## config.mk

```make
export PLATFORM = sky130hd
export DESIGN_NAME = seq_detect_prog_flat
export DESIGN_NICKNAME = d
export VERILOG_FILES = /design/src/rtl/seq_detect_prog_if.sv /design/src/rtl/seq_detect_prog.sv /design/src/flat_wrapper.sv
export SDC_FILE = /design/constraint.sdc
export NUM_CORES = 1
export LEC_CHECK = 0
export BUFFER_PORTS_ARGS = -buffer_cell sky130_fd_sc_hd__buf_2
export CAP_MARGIN = 30
export CELL_PAD_IN_SITES_DETAIL_PLACEMENT = 0
export CELL_PAD_IN_SITES_GLOBAL_PLACEMENT = 1
export CORE_MARGIN = 5
export CORE_UTILIZATION = 43
export CTS_BUF_LIST = sky130_fd_sc_hd__clkbuf_4
export DETAILED_ROUTE_END_ITERATION = 6
export GPL_TIMING_DRIVEN = 0
export PLACE_DENSITY = 0.93
export SYNTH_ARGS = -nofsm -noshare
export SYNTH_HDL_FRONTEND = slang
export SYNTH_SLANG_ARGS = --single-unit
```

## constraint.sdc

```tcl
create_clock -name clk -period 2.7 [get_ports clk]
set_input_delay 0.675 -clock clk [delete_from_list [all_inputs] [get_ports clk]]
set_output_delay 0.675 -clock clk [all_outputs]
set_load 0.01 [all_outputs]
```

## src/rtl/seq_detect_prog_if.sv

```systemverilog
// Configuration, sample stream and status bundle of the programmable serial pattern detector.
interface seq_detect_prog_if #(
   parameter int MAX_LEN = 8,
   parameter int CNT_W   = 8
);
   localparam int LEN_W = $clog2(MAX_LEN + 1);

   logic               ena;
   logic               input_bit;
   logic               cfg_load;
   logic [MAX_LEN-1:0] cfg_pattern;
   logic [LEN_W-1:0]   cfg_len;
   logic               cfg_overlap;
   logic               clr_count;
   logic               output_indicator;
   logic [CNT_W-1:0]   match_count;
   logic [LEN_W-1:0]   fill;
   logic               cfg_err;

   modport master (
      output ena, input_bit, cfg_load, cfg_pattern, cfg_len, cfg_overlap, clr_count,
      input  output_indicator, match_count, fill, cfg_err
   );

   modport slave (
      input  ena, input_bit, cfg_load, cfg_pattern, cfg_len, cfg_overlap, clr_count,
      output output_indicator, match_count, fill, cfg_err
   );
endinterface

```

## src/rtl/seq_detect_prog.sv

```systemverilog
// Runtime-programmable serial pattern detector: matches the last len sampled bits against a
// loaded pattern, with overlap control and a saturating match counter.
module seq_detect_prog #(
   parameter int MAX_LEN = 8,
   parameter int CNT_W   = 8
) (
   input  logic             clk,
   input  logic             reset,
   seq_detect_prog_if.slave bus
);
   localparam int LEN_W = $clog2(MAX_LEN + 1);
   localparam logic [MAX_LEN-1:0] RST_PATTERN = MAX_LEN'(5'b10101);
   localparam logic [LEN_W-1:0]   RST_LEN     = LEN_W'(5);
   localparam logic [LEN_W-1:0]   MAX_LEN_L   = LEN_W'(MAX_LEN);

   // Only MAX_LEN-1 past bits are stored; the newest bit comes straight from input_bit.
   logic [MAX_LEN-2:0] hist_q;
   logic [MAX_LEN-1:0] hist_d;
   logic [MAX_LEN-1:0] pattern_q;
   logic [MAX_LEN-1:0] len_mask;
   logic [LEN_W-1:0]   len_q;
   logic [LEN_W-1:0]   fill_q;
   logic [LEN_W-1:0]   fill_d;
   logic [CNT_W-1:0]   count_q;
   logic               overlap_q;
   logic               ind_q;
   logic               err_q;
   logic               match_d;
   logic               cfg_ok;
   logic               sample;

   // NOTE: every signal written here is assigned on every path, so no latch is inferred.
   always_comb begin
      hist_d   = {hist_q, bus.input_bit};
      fill_d   = (fill_q < len_q) ? fill_q + LEN_W'(1) : len_q;
      len_mask = ~({MAX_LEN{1'b1}} << len_q);
      match_d  = (fill_d == len_q) && (((hist_d ^ pattern_q) & len_mask) == '0);
      cfg_ok   = (bus.cfg_len != '0) && (bus.cfg_len <= MAX_LEN_L);
      sample   = bus.ena && !bus.cfg_load;
   end

   // NOTE: non-blocking assignments keep every register update based on pre-edge values.
   always_ff @(posedge clk) begin
      if (reset) begin
         hist_q    <= '0;
         pattern_q <= RST_PATTERN;
         len_q     <= RST_LEN;
         overlap_q <= 1'b1;
         fill_q    <= '0;
         ind_q     <= 1'b0;
         count_q   <= '0;
         err_q     <= 1'b0;
      end else begin
         ind_q <= 1'b0;
         if (bus.cfg_load) begin
            hist_q <= '0;
            fill_q <= '0;
            if (cfg_ok) begin
               pattern_q <= bus.cfg_pattern;
               len_q     <= bus.cfg_len;
               overlap_q <= bus.cfg_overlap;
               err_q     <= 1'b0;
            end else begin
               err_q <= 1'b1;
            end
         end else if (bus.ena) begin
            hist_q <= hist_d[MAX_LEN-2:0];
            fill_q <= (match_d && !overlap_q) ? '0 : fill_d;
            ind_q  <= match_d;
         end

         if (bus.clr_count) begin
            count_q <= '0;
         end else if (sample && match_d && (count_q != '1)) begin
            count_q <= count_q + CNT_W'(1);
         end
      end
   end

   assign bus.output_indicator = ind_q;
   assign bus.match_count      = count_q;
   assign bus.fill             = fill_q;
   assign bus.cfg_err          = err_q;
endmodule
```

## src/flat_wrapper.sv

```systemverilog
// flat-port wrapper written by rule: the top's interface ports become plain ports
module seq_detect_prog_flat 
#(
   parameter int MAX_LEN = 8,
   parameter int CNT_W   = 8
)
  (clk, reset, bus_ena, bus_input_bit, bus_cfg_load, bus_cfg_pattern, bus_cfg_len, bus_cfg_overlap, bus_clr_count, bus_output_indicator, bus_match_count, bus_fill, bus_cfg_err);
  seq_detect_prog_if #(.MAX_LEN(MAX_LEN), .CNT_W(CNT_W)) bus_i ();
  input  logic clk;
  input  logic reset;
  input wire logic [$bits(bus_i.ena)-1:0] bus_ena;
  input wire logic [$bits(bus_i.input_bit)-1:0] bus_input_bit;
  input wire logic [$bits(bus_i.cfg_load)-1:0] bus_cfg_load;
  input wire logic [$bits(bus_i.cfg_pattern)-1:0] bus_cfg_pattern;
  input wire logic [$bits(bus_i.cfg_len)-1:0] bus_cfg_len;
  input wire logic [$bits(bus_i.cfg_overlap)-1:0] bus_cfg_overlap;
  input wire logic [$bits(bus_i.clr_count)-1:0] bus_clr_count;
  output wire logic [$bits(bus_i.output_indicator)-1:0] bus_output_indicator;
  output wire logic [$bits(bus_i.match_count)-1:0] bus_match_count;
  output wire logic [$bits(bus_i.fill)-1:0] bus_fill;
  output wire logic [$bits(bus_i.cfg_err)-1:0] bus_cfg_err;
  assign bus_i.ena = bus_ena;
  assign bus_i.input_bit = bus_input_bit;
  assign bus_i.cfg_load = bus_cfg_load;
  assign bus_i.cfg_pattern = bus_cfg_pattern;
  assign bus_i.cfg_len = bus_cfg_len;
  assign bus_i.cfg_overlap = bus_cfg_overlap;
  assign bus_i.clr_count = bus_clr_count;
  assign bus_output_indicator = bus_i.output_indicator;
  assign bus_match_count = bus_i.match_count;
  assign bus_fill = bus_i.fill;
  assign bus_cfg_err = bus_i.cfg_err;
  seq_detect_prog #(.MAX_LEN(MAX_LEN), .CNT_W(CNT_W)) u_core (.clk(clk), .reset(reset), .bus(bus_i));
endmodule
```

## Yosys cells after proc, flatten, opt, wreduce, memory -nomap -nowiden

Index checks and enable logic that the tools add are counted.

| storage, ports and cells | value |
|---|---|
| register bits after elaboration | 34 |
| input port bits | 19 |
| output and inout port bits | 14 |
| logic and storage cells | 36 |

| cells by class | value |
|---|---|
| add/subtract/negate cells | 2 |
| $lt $le $gt $ge | 2 |
| equality and inequality tests | 2 |
| shifts and indexed selects | 1 |
| multiplexer cells | 3 |
| bitwise gates (word level) | 4 |
| reductions and logical operators | 14 |

Operators by type and width:

| operator | number |
|---|---|
| 8-bit by 1-bit adder with 8-bit output (second input constant) | 1 |
| 8-bit bitwise AND | 1 |
| 8-bit zero test | 1 |
| 4-bit two-way mux | 2 |
| 8-bit != test (second input constant) | 1 |
| 8-bit NOT | 1 |
| 8-bit by 4-bit << shifter with 8-bit output (first input constant) | 1 |
| 8-bit XOR | 1 |
| 1-bit logical AND | 6 |
| 4-bit by 1-bit adder with 4-bit output (second input constant) | 1 |
| 4-bit equality test | 1 |
| 4-bit <= comparator (second input constant) | 1 |
| 4-bit < comparator | 1 |
| 4-bit nonzero test | 1 |
| 2-bit OR reduction | 2 |
| 3-bit OR reduction | 1 |
| 1-bit zero test | 2 |
| 2-bit AND reduction | 1 |
| 1-bit two-way mux | 1 |
| 1-bit NOT | 1 |

## Depth between registers and ports, before layout

Gate-level depths: netlist of run 1.

| logic depth | value |
|---|---|
| word-level depth | 7 |
| mapped depth | 9 |
| gate-level depth less buffers | 7 |

## Worst setup path before layout of run 1

OpenSTA, ideal clock, no wires.

| timing | value |
|---|---|
| path type | flip-flop to flip-flop |
| from | register u_core.fill_q[0], in the netlist u_core.bus.fill[0] |
| to | register u_core.count_q[7], in the netlist u_core.bus.match_count[7] |
| arrival | 1.985 ns |
| data required time | 2.641 ns |
| path slack | 0.656 ns |
| cell stages (with the launch flop) | 8 |
| path buffers | 0 |
| path through | dfxtp_1 > ha_1 > xnor2_1 > xnor2_1 > nor4_4 > o211ai_4 > or4_1 > nand2_1 |

| between the ends | value |
|---|---|
| cells in the longest elaborated chain, start to end | 6 |
| elaborated cells between the ends (all ways) | 7 |
| those cells by class | add/sub (1); order compare (1); eq/ne (1); mux (1); reduce/logical (3) |

Ends and longest elaborated chain:

| item | line | RTL |
|---|---|---|
| start, declared | seq_detect_prog.sv:22 | `logic [LEN_W-1:0] fill_q;` |
| start signal, assigned | seq_detect_prog.sv:68 | `fill_q <= (match_d && !overlap_q) ? '0 : fill_d;` |
| 4-bit by 1-bit adder with 4-bit output or 4-bit < comparator (tied branches) | seq_detect_prog.sv:35 | `fill_d = (fill_q < len_q) ? fill_q + LEN_W'(1) : len_q;` |
| 4-bit two-way mux (*) | seq_detect_prog.sv:35 |  |
| 4-bit equality test (*) | seq_detect_prog.sv:37 | `match_d = (fill_d == len_q) && (((hist_d ^ pattern_q) & len_mask) == '0);` |
| 1-bit logical AND (*) | seq_detect_prog.sv:37 |  |
| 1-bit logical AND (*) (2 in series) | seq_detect_prog.sv:74 | `end else if (sample && match_d && (count_q != '1)) begin` |
| end signal, assigned | seq_detect_prog.sv:75 | `count_q <= count_q + CNT_W'(1);` |
| end, declared | seq_detect_prog.sv:24 | `logic [CNT_W-1:0] count_q;` |

Mark *: on every way between the ends. The rest lies on a longest branch, timed or not.
A chain may end at the register's enable or synchronous reset.

## Final worst setup path of run 1

| timing | value |
|---|---|
| from | register u_core.len_q[3] |
| to | register u_core.count_q[6], in the netlist u_core.bus.match_count[6] |

| between the ends | value |
|---|---|
| cells in the longest elaborated chain, start to end | 7 |
| elaborated cells between the ends (all ways) | 10 |
| those cells by class | order compare (1); eq/ne (1); shift (1); mux (1); bitwise (2); reduce/logical (4) |

Ends and longest elaborated chain:

| item | line | RTL |
|---|---|---|
| start, declared | seq_detect_prog.sv:21 | `logic [LEN_W-1:0] len_q;` |
| start signal, assigned | seq_detect_prog.sv:60 | `len_q <= bus.cfg_len;` |
| 8-bit by 4-bit << shifter with 8-bit output | seq_detect_prog.sv:36 | `len_mask = ~({MAX_LEN{1'b1}} << len_q);` |
| 8-bit NOT | seq_detect_prog.sv:36 |  |
| 8-bit bitwise AND | seq_detect_prog.sv:37 |  |
| 8-bit zero test | seq_detect_prog.sv:37 |  |
| 1-bit logical AND (*) | seq_detect_prog.sv:37 |  |
| 1-bit logical AND (*) (2 in series) | seq_detect_prog.sv:74 |  |

Marks and branches as above.

==> flow_metrics.env, run 1 <==
export IMPL_pin_count=33
export IMPL_grt_pass1_wl_um=6930
export IMPL_grt_setup_unrepaired="no"
export IMPL_track_usage_pct=16.1
export IMPL_htree_levels=2
export IMPL_ys_types=40
export IMPL_ctsLongestPathBuffers=2
export IMPL_routed_wirelength_um=4050
export IMPL_cp_end_kind="flip-flop"
export IMPL_port_buffers=31
export IMPL_postCtsSetupRepairBufs=0
export IMPL_p_sw_uw=255
export IMPL_tns_ns=0
export IMPL_fillCellCount=401
export IMPL_slowest_delay_ns=0.40
export IMPL_p_leak_uw=0.000928
export IMPL_cts_tree="built"
export IMPL_p_int_uw=685
export IMPL_first_pass_iters=4
export IMPL_numCtsBuffers=5
export IMPL_die_area_um2=5620
export IMPL_dp_cells=282
export IMPL_synth_ff_type="dfxtp_1"
export IMPL_p_per_area_nw_per_um2=451
export IMPL_final_nets=263
export IMPL_drv_cap=0
export IMPL_ys_async_sr_fraction_pct=0
export IMPL_grt_max_degree=11
export IMPL_seqPwrFrac_pct=56.2
export IMPL_hp_class="reg2reg"
export IMPL_cp_arrival_ns=2.52
export IMPL_cp_max_fo=10
export IMPL_grt_overflow=0
export IMPL_ys_seq_area_share_pct=37.5
export IMPL_hold_viol=0
export IMPL_slew_viol_final=0
export IMPL_slew_headroom_pct=64.8
export IMPL_skew_ns=0.0159
export IMPL_cts_sinks=34
export IMPL_core_um2=4060
export IMPL_routed_via_density=5.31
export IMPL_syn2layout_area_growth_pct=15.0
export IMPL_layout_min_cycle_time_ns=2.29
export IMPL_vias=1539
export IMPL_start_kind="flip-flop"
export IMPL_antenna_cells=0
export IMPL_clk_latency_ns=0.34
export IMPL_ir_drop_mv=0.259
export IMPL_final_cells=290
export IMPL_setup_viol=0
export IMPL_die_w_um=75.0
export IMPL_status="complete, no violations"
export IMPL_path_class="reg2reg"
export IMPL_drive_gt1_share_pct=22.9
export IMPL_crit_required_ns=2.93
export IMPL_row_count=23
export IMPL_dieHeight_um=75.0
export IMPL_synth_edf_count=0
export IMPL_grt_pass1_vias=1479
export IMPL_yosys_warnings=0
export IMPL_drc=0
export IMPL_worst_pin_slew_ns=0.525
export IMPL_gp_congestion=0.817
export IMPL_max_freq_mhz=436
export IMPL_path_clk_slew_ns=0.11
export IMPL_hpwl_um=2970
export IMPL_netlist_instances=201
export IMPL_antenna_found_initial=0
export IMPL_antenna_left=0
export IMPL_postSynthAreaPerCell_um2=9.03
export IMPL_post_drt_wl_per_cell_um=14.0
export IMPL_worst_path_max_delay_cell="o21ai_0"
export IMPL_period_share_pct=84.9
export IMPL_root_buffer="clkbuf_4"
export IMPL_syn_nets=225
export IMPL_comb_power_share_pct=14.5
export IMPL_cts_resized=0
export IMPL_pwr_share_clk_pct=29.4
export IMPL_synth_cell_area_um2=1810
export IMPL_drt_iter0_markers=75
export IMPL_ys_ff_latch=34
export IMPL_p_sw_share_pct=27.1
export IMPL_crit_path_cell_trace="buf_6, inv_1, ha_1, nand2_1, o21ai_0, clkbuf_1, o2111ai_1, nor3_1, a211oi_1"
export IMPL_cts_hold_buf=0
export IMPL_start_util_pct=44.7
-- stage by stage --
stage                     area [µm²]  utilization [%]  hold slack [ns]  total power (µW)  worst slack (ns)
final                           2090             51.4            0.495               940             0.407
after detailed placement        2030             50.1            0.477               676             0.372
after global placement          2030             50.1            0.467               674             0.370
after CTS                       2090             51.4            0.501               951             0.411
after floorplan                 1810                -            0.456               635             0.656
after global routing            2090             51.4            0.520              1000             0.162
-- kinds of logic after synthesis --
group / synth area share, %
simple gates: 19.9
fa+ha+maj: 3.45
mux: 8.83
buf+inv: 6.07
flops: 37.5
compound gates: 17.0
xor+xnor: 7.24
-- per-layer routing --
metal	vias up	share of wire, %	wire (µm)	global-route usage [%]
met3	6	4.8	195	4.41
li1	795	-	-	-
met5	-	0	0	0
met4	0	1.3	51	4.74
met1	707	51	2050	22.2
met2	31	43	1750	24.6
-- critical path: cells and delay by family (launching register included) --
family,cells,cell delay [ns]
AND/OR/NAND/NOR,2,0.25
adder cells (fa/ha/maj),1,0.29
buffers and inverters,3,0.61
flip-flops,1,0.38
AO/OA/AOI/OAI,3,0.68
-- sequential cells by signal, indices dropped and copies added (netlist names) --
register,cells
u_core.bus.cfg_err,1
u_core.bus.output_indicator,1
u_core.pattern_q,8
u_core.len_q,4
u_core.hist_q,7
u_core.bus.fill,4
u_core.bus.match_count,8
u_core.overlap_q,1
-- synthesized netlist by cell type (all sizes together), types with 2 or more instances --
library cell | n | area share (%)
a211o | 4 | 1.9
a211oi | 2 | 0.83
a21oi | 9 | 2.5
and3 | 6 | 2.1
buf | 6 | 2.8
clkbuf | 6 | 1.8
dfxtp | 34 | 38
ha | 5 | 3.4
inv | 7 | 1.4
mux2i | 16 | 8.8
nand2 | 16 | 3.3
nand2b | 3 | 1.0
nand3 | 2 | 0.55
nand4 | 4 | 1.4
nor2 | 23 | 4.8
nor3 | 4 | 1.1
nor4 | 2 | 1.9
o2111ai | 2 | 0.97
o211ai | 6 | 3.2
o21ai | 11 | 3.0
o31ai | 2 | 0.83
or2 | 2 | 0.69
or3 | 4 | 1.4
or4 | 2 | 0.83
xnor2 | 7 | 3.4
xor2 | 8 | 3.9
-- layout make-up --
class | count | area, µm² | area share [%]
Buffer | 12 | 83.8 | 4.02
Clock buffer | 6 | 45.0 | 2.16
Clock inverter | 2 | 8.76 | 0.420
Inverter | 7 | 26.3 | 1.26
Multi-Input combinational cell | 148 | 1020 | 49.1
Sequential cell | 34 | 681 | 32.6
Tap cell | 50 | 62.6 | 3.00
Timing Repair Buffer | 31 | 155 | 7.44
-- cells in the final DEF (no fill, tap or decap), drive strengths merged --
master   synthesis  final
xnor2            7      7
a221oi           1      1
buf              6     37
clkbuf           6     12
o22ai            1      1
nand2           16     16
nand2b           3      3
and4             1      1
nand3            2      2
nor4             2      2
a311o            1      1
o211ai           6      6
o31ai            2      2
or4              2      2
nor3b            1      1
ha               5      5
a211o            4      4
a211oi           2      2
or3              4      4
or2              2      2
dfxtp           34     34
nor3             4      4
o31a             1      1
inv              7      7
mux2i           16     16
xor2             8      8
o21ai           11     11
a2111oi          1      1
nand4            4      4
a311oi           1      1
o2111ai          2      2
nor2            23     23
a21oi            9      9
and3             6      6
clkinv           0      2
-- path summary, 6_finish.rpt --
path	slack, ns	endpoint	depth (start not counted)	from
worst max register to register	0.41	u_core.bus.match_count[6]	9	u_core.len_q[3]
worst max-delay path	0.41	u_core.bus.match_count[6]	9	u_core.len_q[3]
worst min register to register	0.50	u_core.pattern_q[2]	1	u_core.pattern_q[2]
worst min-delay path	0.50	u_core.pattern_q[2]	1	u_core.pattern_q[2]
-- power groups by stage --
| stage | registers, µW | clock network (µW) | logic, µW |
|---|---|---|---|
| global placement | 539 | 0 | 135 |
| global route | 530 | 320 | 151 |
| floorplan | 538 | 0 | 97.6 |
| CTS | 528 | 286 | 137 |
| finish | 528 | 276 | 136 |
| detailed placement | 539 | 0 | 136 |
Note: power is estimated with default switching activity, not from simulation.
==> run 2: changes to the inputs <==
--- a/config.mk
+++ b/config.mk
@@ -5,16 +5,17 @@
 export SDC_FILE = /design/constraint.sdc
 export NUM_CORES = 1
 export LEC_CHECK = 0
+export ABC_AREA = 1
 export BUFFER_PORTS_ARGS = -buffer_cell sky130_fd_sc_hd__buf_2
 export CAP_MARGIN = 30
 export CELL_PAD_IN_SITES_DETAIL_PLACEMENT = 0
 export CELL_PAD_IN_SITES_GLOBAL_PLACEMENT = 1
 export CORE_MARGIN = 5
-export CORE_UTILIZATION = 43
+export CORE_UTILIZATION = 41
 export CTS_BUF_LIST = sky130_fd_sc_hd__clkbuf_4
 export DETAILED_ROUTE_END_ITERATION = 6
 export GPL_TIMING_DRIVEN = 0
-export PLACE_DENSITY = 0.93
+export PLACE_DENSITY = 0.94
 export SYNTH_ARGS = -nofsm -noshare
 export SYNTH_HDL_FRONTEND = slang
 export SYNTH_SLANG_ARGS = --single-unit
==> constraint.sdc (replaced) <==
create_clock -name clk -period 2.22 [get_ports clk]
set_input_delay 0.555 -clock clk [delete_from_list [all_inputs] [get_ports clk]]
set_output_delay 0.555 -clock clk [all_outputs]
set_load 0.01 [all_outputs]
==> flow_metrics.env, run 2 <==
export IMPL_status="complete, no violations"
export IMPL_postCtsSetupRepairBufs=0
export IMPL_synth_cell_area_um2=1900
export IMPL_slowest_delay_ns=0.52
export IMPL_yosys_top_cells_area="dfxtp_1 36%, nand2_1 16%, inv_1 6.3%"
export IMPL_hpwl_um=3330
export IMPL_synth_area_mux_share_pct=0
export IMPL_reg2reg_from="u_core.bus.fill[0]"
export IMPL_antenna_cells=0
export IMPL_cp_max_fo=8
export IMPL_row_count=24
export IMPL_cts_tree="built"
export IMPL_grt_pass1_vias=1664
export IMPL_drive_gt1_share_pct=20.1
export IMPL_cts_sinks=34
export IMPL_first_pass_iters=4
export IMPL_antenna_found_initial=0
export IMPL_numCtsBuffers=5
export IMPL_fillCellCount=449
export IMPL_track_usage_pct=15.1
export IMPL_drc=0
export IMPL_path_delay_family="flip-flops"
export IMPL_die_w_um=78.0
export IMPL_synth_adder_area_share_pct=3.30
export IMPL_final_nets=342
export IMPL_postSynthAreaPerCell_um2=6.77
export IMPL_cts_hold_buf=0
export IMPL_crit_top_cell="nand2_1"
export IMPL_crit_required_ns=2.45
export IMPL_start_util_pct=42.9
export IMPL_grt_pass1_wl_um=7570
export IMPL_yosys_warnings=0
export IMPL_synth_compound_area_share_pct=13.3
export IMPL_yosys_cell_count_top_type="nand2_1"
export IMPL_ys_async_sr_fraction_pct=0
export IMPL_hp_class="in2reg"
export IMPL_crit_path_cell_trace="ha_1, xnor2_1, nand2_1, nor2_2, nand4_2, a21oi_2, nand2_1, nand2_1, a21oi_1"
export IMPL_min_from="bus_cfg_pattern[4]"
export IMPL_root_buffer="clkbuf_4"
export IMPL_path_class="reg2reg"
export IMPL_slew_headroom_pct=67.9
export IMPL_cp_arrival_ns=2.12
export IMPL_antenna_left=0
export IMPL_r2r_slack_ns=0.33
export IMPL_cts_resized=0
export IMPL_grt_max_degree=13
export IMPL_setup_viol=0
export IMPL_worst_path_max_delay_cell="dfxtp_1"
export IMPL_cp_depth=9
export IMPL_die_area_um2=6080
export IMPL_path_clk_slew_ns=0.12
export IMPL_ir_drop_mv=0.428
export IMPL_p_leak_uw=0.00105
export IMPL_yosysTopAreaCell="dfxtp_1"
export IMPL_cp_startpoint="u_core.bus.fill[0]"
export IMPL_crit_path_end="u_core.bus.fill[2]"
export IMPL_dieHeight_um=78.0
export IMPL_ys_ff_latch=34
export IMPL_vias=1824
export IMPL_drv_cap=0
export IMPL_r2r_cells=9
export IMPL_slew_viol_final=0
export IMPL_gp_congestion=0.809
export IMPL_yosysTopAreaCellShare_pct=35.9
export IMPL_tns_ns=0
export IMPL_start_kind="flip-flop"
export IMPL_syn_nets=304
export IMPL_worstReg2RegEnd="u_core.bus.fill[2]"
export IMPL_pin_count=33
export IMPL_cp_end_kind="flip-flop"
export IMPL_period_share_pct=85.0
export IMPL_path_buf_inv=0
export IMPL_synth_edf_count=0
export IMPL_max_freq_mhz=530
export IMPL_grt_overflow=0
export IMPL_p_per_area_nw_per_um2=638
export IMPL_synth_top_family_by_area="simple AND/OR/NAND/NOR gates"
export IMPL_routed_via_density=4.92
export IMPL_synth_common_cells="82 x nand2_1, 34 x dfxtp_1, 32 x inv_1"
export IMPL_netlist_instances=280
export IMPL_layout_min_cycle_time_ns=1.89
export IMPL_drt_iter0_markers=88
export IMPL_post_dp_cell_area_um2=2120
export IMPL_regArea_um2=681
export IMPL_routed_wirelength_um=4310
export IMPL_ys_seq_area_share_pct=35.9
export IMPL_fin_area_um2=2220
export IMPL_syn2layout_area_growth_pct=17.2
export IMPL_hold_viol=0
export IMPL_final_cell_mix="82 x nand2_1, 34 x buf_2, 34 x dfxtp_1, 32 x inv_1, 28 x nor2_1"
export IMPL_post_drt_wl_per_cell_um=11.6
export IMPL_grt_setup_unrepaired="no"
export IMPL_port_buffers=31
export IMPL_worst_pin_slew_ns=0.481
export IMPL_skew_ns=0.00916
export IMPL_core_um2=4410
export IMPL_clk_latency_ns=0.34
export IMPL_synth_xor_area_share_pct=1.85
export IMPL_synth_ff_type="dfxtp_1"
export IMPL_layout_commonest_cell="nand2_1"
export IMPL_multi_input_area_um2=1050
export IMPL_htree_levels=2
export IMPL_ys_types=33
export IMPL_synth_simple_area_share_pct=37.0
export IMPL_ctsLongestPathBuffers=2
run 2: cell types whose count changed in the layout (fill, tap and decap cells not counted), sizes merged, moves of 10 or more:
cell,delta
inv,+30
mux2i,-16
nor2,+10
nand2,+73
nand3,+12
a21oi,+14
run 2: through the flow:
step	total power [µW]	instances	setup slack, ns	hold slack (ns)	utilization, %
after global placement	845	363	0.342	0.456	47.9
after global routing	1490	371	0.171	0.404	50.3
final	1420	371	0.333	0.413	50.3
after floorplan	793	280	0.553	0.442	-
after CTS	1430	371	0.303	0.407	50.3
after detailed placement	848	363	0.328	0.465	47.9
run 2: final cells by class:
cell class,instances,share of cell area [%]
Clock buffer,5,1.69
Tap cell,52,2.93
Sequential cell,34,30.6
Clock inverter,3,3.10
Multi-Input combinational cell,204,47.3
Inverter,37,6.36
Timing Repair Buffer,31,6.98
Buffer,5,1.01
run 2: kinds of logic after synthesis:
group,after synthesis
simple gates,151
compound gates,44
buf+inv,42
flops,34
fa+ha+maj,5
xor+xnor,4
run 2: tightest hold or removal path: stages:
cell and delay [ns]:
buf_2 0.08, nand2_1 0.04, nand3_1 0.06
run 2: layer usage:
metal | global-route usage (%) | share of wire (%)
met1 | 21.3 | 51
met2 | 22.7 | 43
met5 | 0 | 0
met3 | 3.59 | 5.4
met4 | 4.56 | 1.3
run 2: how the worst min path moves through the flow:
| stage | to | slack [ns] | depth (start not counted) |
|---|---|---|---|
| 4_1_cts | u_core.pattern_q[4] | 0.41 | 3 |
| 3_3_place_gp | u_core.pattern_q[3] | 0.46 | 2 |
| 5_1_grt | u_core.pattern_q[4] | 0.40 | 3 |
| 6_report | u_core.pattern_q[4] | 0.41 | 3 |
| 3_5_place_dp | u_core.pattern_q[3] | 0.47 | 2 |
| 2_1_floorplan | u_core.pattern_q[7] | 0.44 | 2 |
run 2: report_power, final:
group / internal [µW] / switching [µW]
Combinational: 68.3 / 111
Clock: 352 / 233
Sequential: 633 / 20.5
==> run 3: changes to the inputs <==
--- a/config.mk
+++ b/config.mk
@@ -11,11 +11,11 @@
 export CELL_PAD_IN_SITES_DETAIL_PLACEMENT = 0
 export CELL_PAD_IN_SITES_GLOBAL_PLACEMENT = 1
 export CORE_MARGIN = 5
-export CORE_UTILIZATION = 41
+export CORE_UTILIZATION = 37
 export CTS_BUF_LIST = sky130_fd_sc_hd__clkbuf_4
 export DETAILED_ROUTE_END_ITERATION = 6
 export GPL_TIMING_DRIVEN = 0
-export PLACE_DENSITY = 0.94
+export PLACE_DENSITY = 0.9
 export SYNTH_ARGS = -nofsm -noshare
 export SYNTH_HDL_FRONTEND = slang
 export SYNTH_SLANG_ARGS = --single-unit
==> constraint.sdc (replaced) <==
create_clock -name clk -period 1.56 [get_ports clk]
set_input_delay 0.39 -clock clk [delete_from_list [all_inputs] [get_ports clk]]
set_output_delay 0.39 -clock clk [all_outputs]
set_load 0.01 [all_outputs]
==> flow_metrics.env, run 3 (synthesis results as in run 2) <==
export IMPL_cp_arrival_ns=1.90
export IMPL_post_dp_cell_area_um2=2160
export IMPL_cts_tree="built"
export IMPL_dp_cells=381
export IMPL_antenna_cells=0
export IMPL_fin_area_um2=2380
export IMPL_grt_max_degree=13
export IMPL_drv_cap=0
export IMPL_slew_viol_final=0
export IMPL_layout_commonest_cell="nand2_1"
export IMPL_ctsLongestPathBuffers=2
export IMPL_vias=1863
export IMPL_final_nets=349
export IMPL_hold_viol=0
export IMPL_antenna_left=0
export IMPL_layout_min_cycle_time_ns=1.67
export IMPL_p_per_area_nw_per_um2=729
export IMPL_ir_drop_mv=0.392
export IMPL_drt_iter0_markers=111
export IMPL_cts_sinks=34
export IMPL_pin_count=33
export IMPL_final_cells=396
export IMPL_row_count=26
export IMPL_setup_viol=13
export IMPL_numCtsBuffers=5
export IMPL_drive_gt1_share_pct=28.2
export IMPL_die_w_um=81.6
export IMPL_antenna_found_initial=0
export IMPL_gp_congestion=0.812
export IMPL_track_usage_pct=14.4
export IMPL_cp_max_fo=5
export IMPL_grt_pass1_wl_um=7570
export IMPL_start_util_pct=37.6
export IMPL_grt_setup_unrepaired="yes"
export IMPL_p_total_uw=1740
export IMPL_finalHoldWorstSlack_ns=0.231
export IMPL_p_leak_uw=0.00109
export IMPL_clk_latency_ns=0.35
export IMPL_die_area_um2=6650
export IMPL_cp_end_kind="flip-flop"
export IMPL_final_cell_mix="77 x nand2_1, 34 x buf_2, 31 x inv_1, 28 x dfxtp_1, 25 x nor2_1"
export IMPL_htree_levels=2
export IMPL_core_um2=5040
export IMPL_root_buffer="clkbuf_4"
export IMPL_path_class="reg2reg"
export IMPL_dieHeight_um=81.6
export IMPL_path_clk_slew_ns=0.12
export IMPL_finalWorstSetupSlack_ns=-0.105
export IMPL_hpwl_um=3300
export IMPL_hp_class="in2reg"
export IMPL_routed_wirelength_um=4410
export IMPL_start_kind="flip-flop"
export IMPL_port_buffers=31
export IMPL_drc=0
export IMPL_grt_overflow=0
export IMPL_period_share_pct=107
export IMPL_cts_hold_buf=0
export IMPL_first_pass_iters=4
export IMPL_max_freq_mhz=600
export IMPL_routed_via_density=4.70
export IMPL_grt_pass1_vias=1743
export IMPL_status="finished, violations left"
export IMPL_worst_pin_slew_ns=0.450
export IMPL_slew_headroom_pct=70.0
export IMPL_crit_required_ns=1.80
export IMPL_syn2layout_area_growth_pct=25.7
export IMPL_violations="setup timing"
export IMPL_skew_ns=0.0104
export IMPL_post_drt_wl_per_cell_um=11.1
run 3: cell types whose count changed in the layout (fill, tap and decap cells not counted), sizes merged:
cell,previous run,this run
buf,34,41
bufinv,2,0
clkinvlp,0,1
inv,37,38
run 3: power by group:
group          leakage (µW)  internal, µW  switching (µW)  total (µW)
clock network     0.0000292           176             332         508
registers          0.000280           898            25.7         924
logic              0.000786           123             182         305
total               0.00109          1200             540        1740
run 3: worst max-delay path: stages, from the launching register on:
cell and delay [ns]:
dfxtp_4 0.38, ha_4 0.28, xnor2_2 0.10, nand2_1 0.07
nor2_2 0.13, nand4_4 0.13, a21oi_4 0.23, nand2_4 0.10
nand2_1 0.08, a21oi_1 0.07
run 3: per-stage QoR:
step | setup TNS (ns) | utilization (%) | setup slack (ns)
after detailed placement | -2.15 | 42.8 | -0.251
after global routing | -2.30 | 47.2 | -0.227
final | -0.872 | 47.2 | -0.105
after floorplan | 0 | - | 0.00520
after global placement | -1.75 | 42.8 | -0.219
after CTS | -0.703 | 45.9 | -0.0919
run 3: routing by layer:
layer  global-route usage (%)  vias to the layer above  part of all wire, %
met4                     5.81                        0                  2.1
met1                     19.7                      822                   50
met2                     22.1                       40                   43
li1                         -                      992                    -
met3                     2.63                        9                  4.3
met5                        0                        -                    0
run 3: worst paths after layout:
check	cells after the start	slack [ns]	to	start
hold reg to reg	2	0.48	u_core.pattern_q[3]	u_core.pattern_q[3]
setup / recovery	9	-0.11	u_core.bus.fill[2]	u_core.bus.fill[1]
setup reg to reg	9	-0.11	u_core.bus.fill[2]	u_core.bus.fill[1]
hold / removal	3	0.23	u_core.pattern_q[0]	bus_cfg_pattern[0]
run 3: final cells by class:
cell class	instances	area (µm²)
multi-input cells	204	1140
fillers	532	2660
flip-flops and latches	34	696
clock inverters	3	20.0
well taps	70	87.6
inverters	37	146
clock buffers	5	37.5
repair buffers	38	228
plain buffers	5	22.5
run 3: what timing repair did:
item                       in CTS  in global routing
pin swaps                       8                 15
resized for setup              12                 17
buffers inserted                6                  1
cloned                          0                  0
setup endpoints to repair      13                 13
